[src/rtl/ecall_sequencer.sv]
// ECALL handler: drains memory, reads a0..a7 from the register file, issues one host
// syscall request, and writes the returned value back to a0 while stalling the pipeline.
module ecall_sequencer #(
  parameter int ARG_BASE = 10
) (
  input  logic         clk,
  input  logic         reset,
  input  logic         wb_valid,
  input  logic         wb_is_ecall,
  input  logic         mem_idle,
  output logic         rf_rden,
  output logic [4:0]   rf_raddr,
  input  logic [63:0]  rf_rdata,
  output logic         host_req_valid,
  input  logic         host_req_ready,
  output logic [63:0]  host_num,
  output logic [447:0] host_args,
  input  logic         host_rsp_valid,
  input  logic [63:0]  host_rsp_data,
  output logic         wr_en,
  output logic [4:0]   wr_rd,
  output logic [63:0]  wr_data,
  output logic         ecall_stall
);

  typedef enum logic [2:0] {
    IDLE  = 3'd0,
    DRAIN = 3'd1,
    READ  = 3'd2,
    REQ   = 3'd3,
    WAIT  = 3'd4,
    WB    = 3'd5,
    DONE  = 3'd6
  } state_t;

  state_t      state, state_nx;
  logic [3:0]  cnt;
  logic [63:0] args [8];
  logic [63:0] result;
  logic [2:0]  slot;
  logic        ecall_seen;

  assign ecall_seen = wb_valid & wb_is_ecall;
  // Read data returns one cycle after the address, so count N fills slot N-1.
  assign slot       = 3'(cnt - 4'd1);

  always_ff @(posedge clk) begin
    if (reset) begin
      state  <= IDLE;
      cnt    <= '0;
      result <= '0;
      for (int unsigned i = 0; i < 8; i++) begin
        args[i] <= '0;
      end
    end else begin
      state <= state_nx;
      if (state == READ) begin
        cnt <= (cnt == 4'd8) ? '0 : cnt + 4'd1;
        if (cnt != 4'd0) begin
          args[slot] <= rf_rdata;
        end
      end
      if (state == WAIT && host_rsp_valid) begin
        result <= host_rsp_data;
      end
    end
  end

  always_comb begin
    state_nx       = state;
    ecall_stall    = 1'b0;
    rf_rden        = 1'b0;
    rf_raddr       = '0;
    host_req_valid = 1'b0;
    wr_en          = 1'b0;
    unique case (state)
      IDLE: begin
        if (ecall_seen) begin
          ecall_stall = 1'b1;
          state_nx    = DRAIN;
        end
      end
      DRAIN: begin
        ecall_stall = 1'b1;
        if (mem_idle) state_nx = READ;
      end
      READ: begin
        ecall_stall = 1'b1;
        if (cnt == 4'd8) begin
          state_nx = REQ;
        end else begin
          rf_rden  = 1'b1;
          rf_raddr = 5'(ARG_BASE) + {2'b00, cnt[2:0]};
        end
      end
      REQ: begin
        ecall_stall    = 1'b1;
        host_req_valid = 1'b1;
        if (host_req_ready) state_nx = WAIT;
      end
      WAIT: begin
        ecall_stall = 1'b1;
        if (host_rsp_valid) state_nx = WB;
      end
      WB: begin
        ecall_stall = 1'b1;
        wr_en       = 1'b1;
        state_nx    = DONE;
      end
      // The ECALL still visible in WB here is the one just serviced.
      DONE: state_nx = IDLE;
      default: state_nx = IDLE;
    endcase
  end

  assign host_num = args[7];
  assign wr_rd    = 5'(ARG_BASE);
  assign wr_data  = result;

  for (genvar g = 0; g < 7; g++) begin : g_args
    assign host_args[g*64 +: 64] = args[g];
  end

endmodule

[config.mk]
export PLATFORM = sky130hd
export DESIGN_NAME = ecall_sequencer
export DESIGN_NICKNAME = d
export VERILOG_FILES = /design/src/rtl/ecall_sequencer.sv
export SDC_FILE = /design/constraint.sdc
export NUM_CORES = 1
export LEC_CHECK = 0
export ABC_AREA = 1
export CORE_AREA = 2 2 285 287
export DETAILED_ROUTE_END_ITERATION = 12
export DIE_AREA = 0 0 287 289
export PLACE_DENSITY = 0.6
export SLEW_MARGIN = 20
export SYNTH_ARGS = -nofsm -noshare
export SYNTH_HDL_FRONTEND = slang
export SYNTH_SLANG_ARGS = --single-unit
[constraint.sdc]
create_clock -name clk -period 8.85 [get_ports clk]
set_input_delay 0.885 -clock clk [delete_from_list [all_inputs] [get_ports clk]]
set_output_delay 0.885 -clock clk [all_outputs]
set_load 0.01 [all_outputs]
==> metrics.cfg, run 1 <==
[sta]
final.setup.worst_slack_ns = 4.74
grt_setup_unrepaired = no
slew_headroom_pct = 31.3
final.setup_skew_ns = 0.0128
final_hold_viol_count = 0
setup_viol_count_final = 0
maxSlewViolCount = 0
finalCriticalPeriod_ns = 4.11
tightestPinTransition_ns = 1.03
tns_ns = 0
fmaxAchievable_mhz = 243
period_share_pct = 46.5

[placed_design]
place_worst_setup_slack_ns = 4.05
postPlaceCellArea_um2 = 29100
hpwl_mm = 47.1
dpl.cell_count = 3252
portBuffers = 719
place_congestion = 0.804

[critical_path]
cp_num_cells = 7
cp_bufs_invs = 3
critical_path_arrival_ns = 4.36
crit_path_frequent_cell = sky130_fd_sc_hd__nand2_4
critical-path-max-stage-delay_ns = 0.67
setup.reg_to_reg.worst_slack_ns = 4.91
worstPathMaxFanout = 65
worstSetupPathType = in2reg
path_delay_family = simple AND/OR/NAND/NOR gates
worstPathRequired_ns = 9.10
timing.critical_path.from_type = primary input
cells_on_worst_reg2reg_path = 9
path_cells = clkdlybuf4s50_1 -> inv_2 -> nand3_2 -> nor2_4 -> nand2_4 -> nand2_4 -> buf_4
slowest_stage = sky130_fd_sc_hd__nand2_4
end_kind = flip-flop

[grt]
grt_antenna_before_repair = 3
globalRoute.totalOverflow = 0
maximum_number_of_pins_on_one_net_before_global_route_repair = 103
grt_pass1_vias = 14300
global_route_wire_length_before_repair_mm = 97.6
gr-usage-all-layers_pct = 16.1

[floorplan]
core_area_um2 = 79900
die_area_um2 = 82900
initial_utilization_pct = 26.3
die_height_um = 289
io_pins = 725
die_x_um = 287
number_of_standard_cell_rows_in_the_floorplan = 104

[clock_network]
clock_tree.root_cell = sky130_fd_sc_hd__clkbuf_16
cts_buffer_depth = 3
clkSlewWorstSetupHoldPaths_ns = 0.06
cts_setup_buffers = 0
hold_buffers = 0
h_tree_level_count = 2
cts_buffers = 61
tritoncts = yes
insertion_delay_ns = 0.61
post_cts_resized = 0
cts.sinks = 583

[synth]
netlist-cell-type-count = 22
syn-mean-instance-area_um2 = 13.6
yosysWarnings = 0
synthesis.area_um2 = 21000
postSynthRegisterBits = 583
netlist_instances = 1544
ys_seq_area_share_pct = 79.9

[drt]
routed_wire_length_per_instance_um = 21.0
routed_via_density = 4.31
wirelength_mm = 70.6
vias = 14500
ant_nets = 0
detail_route.drc_violations = 0
drtPass1Iterations = 5
drt_iter0_markers = 1175

[finish]
postLayoutCellArea_um2 = 31100
number_of_standard_cells_in_the_final_layout_excluding_fillers = 3368
finalNetCount = 2393
area.growth.synth_to_final_pct = 48.1
final_layout_size_suffix_gt1_share_pct = 5.20

[power]
power_density_nw_per_um2 = 214
p_leak_uw = 0.0117
vdd_ir_drop_max_mv = 0.152

[min_path]
min-delay-path-class = reg2reg
whs_path_depth = 2

[job]
timing.max_cap.violations = 0

[run_status]
run_status = completed

==> stage by stage <==
stage | util [%] | power (uW) | hold slack [ns]
2_1_floorplan | - | 3600 | 0.468
3_3_place_gp | 36.4 | 4130 | 0.433
3_5_place_dp | 36.4 | 4140 | 0.437
4_1_cts | 38.9 | 6720 | 0.447
5_1_grt | 38.9 | 6890 | 0.468
6_report | 38.9 | 6660 | 0.446
==> area by class of cell <==
class | instances | area, um2
Antenna cell | 2 | 5.00
Tap cell | 1060 | 1330
Clock inverter | 35 | 369
Timing Repair Buffer | 728 | 7260
Inverter | 147 | 552
Multi-Input combinational cell | 734 | 3170
Sequential cell | 583 | 16800
Fill cell | 7562 | 48800
Clock buffer | 79 | 1630
==> registers in the layout, summed over array words and instances (netlist names) <==
register	count
cnt	4
args	512
wr_data	64
state	3
==> cell families after synthesis <==
kind of cell    share of synthesized area, %
compound gates                          3.31
xor+xnor                              0.0417
fa+ha+maj                              0.179
buf+inv                                 5.79
flops                                   79.9
other cells                           0.0357
simple gates                            10.7
==> cell usage in the layout, fill, tap and decap left out, types with 3 or more instances in the layout <==
cell type | Yosys | final
sky130_fd_sc_hd__ha_1 | 3 | 3
sky130_fd_sc_hd__dfxtp_1 | 71 | 71
sky130_fd_sc_hd__clkinv_2 | 0 | 9
sky130_fd_sc_hd__edfxtp_1 | 512 | 512
sky130_fd_sc_hd__clkinv_1 | 0 | 13
sky130_fd_sc_hd__nand2_8 | 0 | 3
sky130_fd_sc_hd__clkbuf_16 | 0 | 61
sky130_fd_sc_hd__conb_1 | 2 | 5
sky130_fd_sc_hd__inv_1 | 146 | 145
sky130_fd_sc_hd__nand3_1 | 10 | 9
sky130_fd_sc_hd__clkbuf_8 | 0 | 4
sky130_fd_sc_hd__clkbuf_1 | 25 | 14
sky130_fd_sc_hd__clkdlybuf4s50_1 | 0 | 719
sky130_fd_sc_hd__a21oi_1 | 70 | 70
sky130_fd_sc_hd__nor2_1 | 534 | 534
sky130_fd_sc_hd__buf_4 | 13 | 9
sky130_fd_sc_hd__nand2_1 | 35 | 19
sky130_fd_sc_hd__nor2_4 | 3 | 3
sky130_fd_sc_hd__o21ai_0 | 69 | 69
sky130_fd_sc_hd__nand2_4 | 0 | 13
sky130_fd_sc_hd__bufinv_16 | 0 | 7
==> final timing paths <==
kind / startpoint / to
hold / removal: wr_data[33] / wr_data[33]
setup / recovery: reset / args[1][13]
setup reg to reg: cnt[0] / args[1][13]
hold reg to reg: wr_data[33] / wr_data[33]
==> report_power, final <==
| group | switching [uW] | total, uW | leakage, uW | internal, uW |
|---|---|---|---|---|
| clock | 1080 | 2580 | 0.000974 | 1500 |
| combinational | 463 | 848 | 0.00485 | 384 |
| sequential | 81.6 | 3230 | 0.00586 | 3150 |
| total | 1630 | 6660 | 0.0117 | 5040 |
==> tightest hold or removal path, cell delays in order (launching register included) <==
cell	delay [ns]
sky130_fd_sc_hd__dfxtp_1	0.31
sky130_fd_sc_hd__inv_1	0.05
sky130_fd_sc_hd__a21oi_1	0.05
==> synthesized netlist by cell type, drive strengths merged <==
cell type    n  share of area (%)
edfxtp     512                 73
nor2       537                9.7
or2          1              0.030
a21oi       70                1.7
nor3         1              0.024
nand3       11               0.29
xor2         1              0.042
inv        147                2.6
buf         58                2.7
conb         2              0.036
dfxtp       71                6.8
ha           3               0.18
o21ai       69                1.6
nand2       36               0.66
clkbuf      25               0.45
==> metal layers <==
layer	vias to the layer above	share of wire [%]	global-route usage, %
li1	6575	-	-
met1	7111	38	18.8
met2	730	51	28.4
met3	87	8.9	4.94
met4	0	2.3	4.41
met5	-	0	0
Power figures use the tool's default switching activity.
==> run 2: changes to the inputs <==
==> constraint.sdc (replaced) <==
create_clock -name clk -period 3.8 [get_ports clk]
set_input_delay 0.38 -clock clk [delete_from_list [all_inputs] [get_ports clk]]
set_output_delay 0.38 -clock clk [all_outputs]
set_load 0.01 [all_outputs]
==> run 2 against run 1 <==
  * Combinational power is 130% higher
  * Worst hold slack worse by 0.057 ns
  * Count of clock-buffer cells in the layout up 7
  * Worst setup slack got worse by 3.9 ns
  * Utilization grew 0.25 points
  * Largest power group unchanged
  * Highest routed layer unchanged
==> metrics.cfg, run 2 (synthesized netlist as in run 1, its figures left out) <==
[clock_network]
clock_tree.root_cell = sky130_fd_sc_hd__clkbuf_16  ; unchanged
cts.sinks = 583  ; unchanged
cts_buffer_depth = 3  ; unchanged
cts_setup_buffers = 0  ; unchanged
cts_buffers = 60  ; was 61
hold_buffers = 0  ; unchanged
post_cts_resized = 0  ; unchanged
h_tree_level_count = 2  ; unchanged
tritoncts = yes  ; unchanged
insertion_delay_ns = 0.62  ; was 0.61 ns
clkSlewWorstSetupHoldPaths_ns = 0.06  ; about the same

[critical_path]
worstPathMaxFanout = 6  ; was 65
timing.critical_path.from_type = flip-flop  ; was primary input
worstPathRequired_ns = 3.42  ; was 9.10 ns
path_cells = inv_1 -> ha_1 -> nand3_1 -> nand2_1 -> nor2_1 -> clkdlybuf4s50_1  ; was clkdlybuf4s50_1 -> inv_2 -> nand3_2 -> nor2_4 -> nand2_4 -> nand2_4 -> buf_4
worstSetupPathType = reg2out  ; was in2reg
critical-path-max-stage-delay_ns = 0.58  ; was 0.67 ns
critical_path_arrival_ns = 2.55  ; was 4.36 ns
slowest_stage = sky130_fd_sc_hd__clkdlybuf4s50_1  ; was sky130_fd_sc_hd__nand2_4
end_kind = output pin  ; was flip-flop

[sta]
fmaxAchievable_mhz = 341
slew_headroom_pct = 23.5  ; was 31.3%
setup_viol_count_final = 0  ; unchanged
maxSlewViolCount = 0  ; unchanged
tns_ns = 0  ; unchanged
whs_ns = 0.389  ; was 0.446 ns
grt_setup_unrepaired = no  ; unchanged
finalCriticalPeriod_ns = 2.93
tightestPinTransition_ns = 1.15  ; was 1.03 ns
final_hold_viol_count = 0  ; unchanged
period_share_pct = 77.2
final.setup_skew_ns = 0.0197  ; was 0.0128 ns

[floorplan]
die_x_um = 287  ; unchanged
die_area_um2 = 82900  ; unchanged
die_height_um = 289  ; unchanged
core_area_um2 = 79900  ; unchanged
number_of_standard_cell_rows_in_the_floorplan = 104  ; unchanged
io_pins = 725  ; unchanged
initial_utilization_pct = 26.3  ; unchanged

[drt]
drt_iter0_markers = 1071  ; was 1175
routed_wire_length_per_instance_um = 20.7  ; was 21.0 um
ant_nets = 0  ; unchanged
drtPass1Iterations = 5  ; unchanged
detail_route.drc_violations = 0  ; unchanged
routed_via_density = 4.31  ; about the same
wirelength_mm = 70.1  ; was 70.6 mm
vias = 14600  ; was 14500

[finish]
antenna_cells = 0  ; was 2
final_common_cell = sky130_fd_sc_hd__clkdlybuf4s50_1  ; unchanged
layout.cells.most_common_list = sky130_fd_sc_hd__clkdlybuf4s50_1, sky130_fd_sc_hd__nor2_1, sky130_fd_sc_hd__edfxtp_1, sky130_fd_sc_hd__inv_1, sky130_fd_sc_hd__dfxtp_1  ; unchanged
fill_cells = 7596  ; was 7562
final_layout_size_suffix_gt1_share_pct = 6.07  ; was 5.20%
largest_reg_flops = 512  ; unchanged
area.growth.synth_to_final_pct = 49.0  ; was 48.1%
finalNetCount = 2407  ; was 2393
regMostFlops = args  ; unchanged

[power]
vdd_ir_drop_max_mv = 0.317  ; was 0.152 mV
p_leak_uw = 0.0118  ; was 0.0117 uW
power_density_nw_per_um2 = 497  ; was 214 nW/um2

[grt]
gr-usage-all-layers_pct = 16.1  ; about the same
global_route_wire_length_before_repair_mm = 98.3  ; was 97.6 mm
globalRoute.totalOverflow = 0  ; unchanged
maximum_number_of_pins_on_one_net_before_global_route_repair = 72  ; was 103
grt_pass1_vias = 14900  ; was 14300
grt_antenna_before_repair = 1  ; was 3

[placed_design]
portBuffers = 719  ; unchanged
place_congestion = 0.817  ; was 0.804
hpwl_mm = 47.8  ; was 47.1 mm

[run_status]
run_status = completed  ; unchanged

[job]
timing.max_cap.violations = 0  ; unchanged

[min_path]
min-delay-path-class = in2reg  ; was reg2reg

## run 2: cell types whose count changed in the layout (fill, tap and decap cells not counted), sizes merged
cell,previous run,this run
clkbuf,79,86
buf,9,24
bufinv,7,6
diode,2,0
clkinv,25,19
## run 2: critical path: cells and delay by family (launching register included)
| family | cells | cell delay [ns] |
|---|---|---|
| fa+ha+maj | 1 | 0.27 |
| buf+inv | 2 | 0.75 |
| flops | 1 | 0.44 |
| simple gates | 3 | 0.49 |
## run 2: where the power goes
group          switching (uW)  internal (uW)  total (uW)
registers                 188           7340        7530
clock network            2470           3580        6050
logic                    1080            913        1990
## run 2: final timing paths
kind / from / end / slack [ns] / cells after the start
setup / recovery: cnt[0] / rf_raddr[0] / 0.87 / 6
hold / removal: reset / cnt[2] / 0.39 / 2
setup reg to reg: cnt[0] / args[7][63] / 0.98 / 8
hold reg to reg: wr_data[11] / wr_data[11] / 0.45 / 2
## run 2: cell type report
type	count	area, um2	share of cell area (%)
clock buffer	86	1740	5.55
timing repair buffer	743	7450	23.8
inverter	147	552	1.76
tap	1060	1330	4.24
multi-input combinational	734	3140	10.0
sequential	583	16800	53.6
clock inverter	28	307	0.979
## run 2: per-stage QoR
stage | cells | setup WS (ns) | util, % | cell area [um2] | power [uW]
4_1_cts | 3381 | 0.789 | 39.2 | 31300 | 15700
5_1_grt | 3381 | 0.613 | 39.2 | 31300 | 16100
3_5_place_dp | 3267 | 0.729 | 36.6 | 29300 | 9670
2_1_floorplan | 1547 | 0.418 | - | 21000 | 8390
3_3_place_gp | 3267 | 0.779 | 36.6 | 29300 | 9620
6_report | 3381 | 0.867 | 39.2 | 31300 | 15600
## run 2: layer usage
| metal | global-route usage, % | part of all wire (%) |
|---|---|---|
| met2 | 28.2 | 50 |
| met1 | 18.7 | 38 |
| met5 | 0 | 0 |
| met4 | 5.46 | 3.2 |
| met3 | 4.64 | 8.8 |
==> run 3: changes to the inputs <==
==> constraint.sdc (replaced) <==
create_clock -name clk -period 3 [get_ports clk]
set_input_delay 0.3 -clock clk [delete_from_list [all_inputs] [get_ports clk]]
set_output_delay 0.3 -clock clk [all_outputs]
set_load 0.01 [all_outputs]
==> run 3 against run 2 <==
  * Cell count increased by 0.80%
  * Combinational power up 30%
  * Worst hold slack worse by 0.072 ns
  * Critical path depth is 2 lower
  * Total power grew 30%
  * Clock skew up 0.0026 ns
  * Routed wire length increased by 2.8%
  * Worst setup slack lost 0.59 ns
  * Register-to-register slack worse by 0.53 ns
  * Utilization rose by 0.54 points
  * Clock power is 35% higher
  * Via count rose by 0.87%
  * Critical path type unchanged
==> metrics.cfg, run 3 (synthesized netlist as in run 1, its figures left out) <==
[sta]
fmaxAchievable_mhz = 367
maxSlewViolCount = 0  ; unchanged
final.setup_skew_ns = 0.0223  ; was 0.0197 ns
setup_viol_count_final = 0  ; unchanged
tns_ns = 0  ; unchanged
tightestPinTransition_ns = 0.886  ; was 1.15 ns
final.setup.worst_slack_ns = 0.275  ; was 0.867 ns
grt_setup_unrepaired = no  ; unchanged
finalCriticalPeriod_ns = 2.73
slew_headroom_pct = 41.0  ; was 23.5%
period_share_pct = 90.8
final_hold_viol_count = 0  ; unchanged

[placed_design]
hpwl_mm = 49.5  ; was 47.8 mm
portBuffers = 719  ; unchanged
place_congestion = 0.834  ; was 0.817
dpl.cell_count = 3285  ; was 3267
place_worst_setup_slack_ns = 0.407  ; was 0.729 ns

[drt]
routed_wire_length_per_instance_um = 21.1  ; was 20.7 um
drt_iter0_markers = 1132  ; was 1071
routed_via_density = 4.31  ; about the same
top_layer = met4  ; unchanged
routed-wl-met2_mm = 36.0  ; was 35.1 mm
ant_nets = 0  ; unchanged
detail_route.drc_violations = 0  ; unchanged
drtPass1Iterations = 5  ; unchanged
detail_route.wirelength.met1_mm = 27.4  ; was 26.5 mm
wl_met3_mm = 6.39  ; was 6.20 mm
vias = 14700  ; was 14600
wirelength_mm = 72.0  ; was 70.1 mm

[job]
timing.max_cap.violations = 0  ; unchanged

[grt]
globalRoute.totalOverflow = 0  ; unchanged
maximum_number_of_pins_on_one_net_before_global_route_repair = 71  ; was 72
global_route_wire_length_before_repair_mm = 101  ; was 98.3 mm
gr-usage-all-layers_pct = 16.7  ; was 16.1%
grt_antenna_before_repair = 1  ; unchanged
grt_pass1_vias = 15000  ; was 14900

[finish]
number_of_standard_cells_in_the_final_layout_excluding_fillers = 3408  ; was 3381
area.growth.synth_to_final_pct = 51.1  ; was 49.0%
regMostFlops = args  ; unchanged
finalNetCount = 2431  ; was 2407
final_layout_size_suffix_gt1_share_pct = 7.16  ; was 6.07%
largest_reg_flops = 512  ; unchanged
finalCoreUtilization_pct = 39.7  ; was 39.2%
final_common_cell = sky130_fd_sc_hd__clkdlybuf4s50_1  ; unchanged
layout.cells.most_common_list = sky130_fd_sc_hd__clkdlybuf4s50_1, sky130_fd_sc_hd__nor2_1, sky130_fd_sc_hd__edfxtp_1, sky130_fd_sc_hd__inv_1, sky130_fd_sc_hd__dfxtp_1  ; unchanged

[critical_path]
worstPathRequired_ns = 2.70  ; was 3.42 ns
timing.critical_path.from_type = flip-flop  ; unchanged
cp_bufs_invs = 2  ; unchanged
critical-path-max-stage-delay_ns = 0.71  ; was 0.58 ns
path_delay_family = buffers and inverters  ; unchanged
end_kind = output pin  ; unchanged
worstPathMaxFanout = 8  ; was 6
slowest_stage = sky130_fd_sc_hd__clkdlybuf4s50_1  ; unchanged
critical_path_arrival_ns = 2.43  ; was 2.55 ns
worstSetupPathType = reg2out  ; unchanged
path_cells = inv_2 -> nand3_1 -> nor2_1 -> clkdlybuf4s50_1  ; was inv_1 -> ha_1 -> nand3_1 -> nand2_1 -> nor2_1 -> clkdlybuf4s50_1

[power]
vdd_ir_drop_max_mv = 0.428  ; was 0.317 mV
p_leak_uw = 0.0121  ; was 0.0118 uW
power_density_nw_per_um2 = 638  ; was 497 nW/um2

[floorplan]
initial_utilization_pct = 26.3  ; unchanged
die_x_um = 287  ; unchanged
core_area_um2 = 79900  ; unchanged
number_of_standard_cell_rows_in_the_floorplan = 104  ; unchanged
die_area_um2 = 82900  ; unchanged
io_pins = 725  ; unchanged
die_height_um = 289  ; unchanged

[clock_network]
cts_buffers = 66  ; was 60
clkSlewWorstSetupHoldPaths_ns = 0.06  ; about the same
cts_setup_buffers = 0  ; unchanged
tritoncts = yes  ; unchanged
cts.sinks = 583  ; unchanged
insertion_delay_ns = 0.60  ; was 0.62 ns
cts_buffer_depth = 3  ; unchanged
h_tree_level_count = 3  ; was 2
clock_tree.root_cell = sky130_fd_sc_hd__clkbuf_16  ; unchanged
hold_buffers = 0  ; unchanged

[min_path]
min-delay-path-class = in2reg  ; unchanged

[run_status]
run_status = completed  ; unchanged

==> run 3: path summary, 6_finish.rpt <==
path,startpoint,to,slack (ns),cells past startpoint
setup / recovery,state[2],rf_raddr[4],0.27,4
hold / removal,reset,cnt[2],0.32,2
setup reg to reg,cnt[0],args[3][40],0.45,9
hold reg to reg,wr_data[43],wr_data[43],0.44,2
==> run 3: power breakdown <==
group	total, uW	internal, uW	switching, uW
clock	8160	4790	3370
sequential	9530	9290	236
combinational	2580	1190	1390
total	20300	15300	4990
==> run 3: through the flow <==
step                total power (uW)  instance area, um2  hold WS [ns]
global route                   21000               31700         0.295
global placement               12300               29500         0.432
floorplan                      10600               21000         0.369
detailed placement             12300               29500         0.436
finish                         20300               31700         0.317
CTS                            20500               31700         0.271
==> run 3: routing by layer <==
| metal | track usage (%) | vias up |
|---|---|---|
| met1 | 19.1 | 7216 |
| li1 | - | 6651 |
| met4 | 6.51 | 0 |
| met5 | 0 | - |
| met3 | 4.95 | 117 |
| met2 | 29.2 | 699 |
==> run 3: what timing repair did <==
| action | in CTS | in global routing |
|---|---|---|
| hold endpoints to repair | 0 | 0 |
| resized for setup | 1 | 4 |
| endpoints found under the setup margin | 1 | 3 |
==> run 3: final cells by class <==
class / instances / area [um2]
fill: 7511 / 48200
sequential: 583 / 16800
timing repair buffer: 761 / 7720
multi-input combinational: 734 / 3140
clock buffer: 85 / 1780
tap: 1060 / 1330
inverter: 147 / 552
clock inverter: 36 / 419
antenna: 2 / 5.00
==> run 3: worst register-to-register path: stages, from the launching register on <==
cell and delay, ns:
sky130_fd_sc_hd__dfxtp_1 0.44, sky130_fd_sc_hd__inv_1 0.17, sky130_fd_sc_hd__ha_1 0.27, sky130_fd_sc_hd__or2_1 0.21
sky130_fd_sc_hd__nand2_1 0.10, sky130_fd_sc_hd__inv_1 0.07, sky130_fd_sc_hd__nor2_1 0.32, sky130_fd_sc_hd__nand2_4 0.10
sky130_fd_sc_hd__nand2_4 0.32, sky130_fd_sc_hd__buf_12 0.26
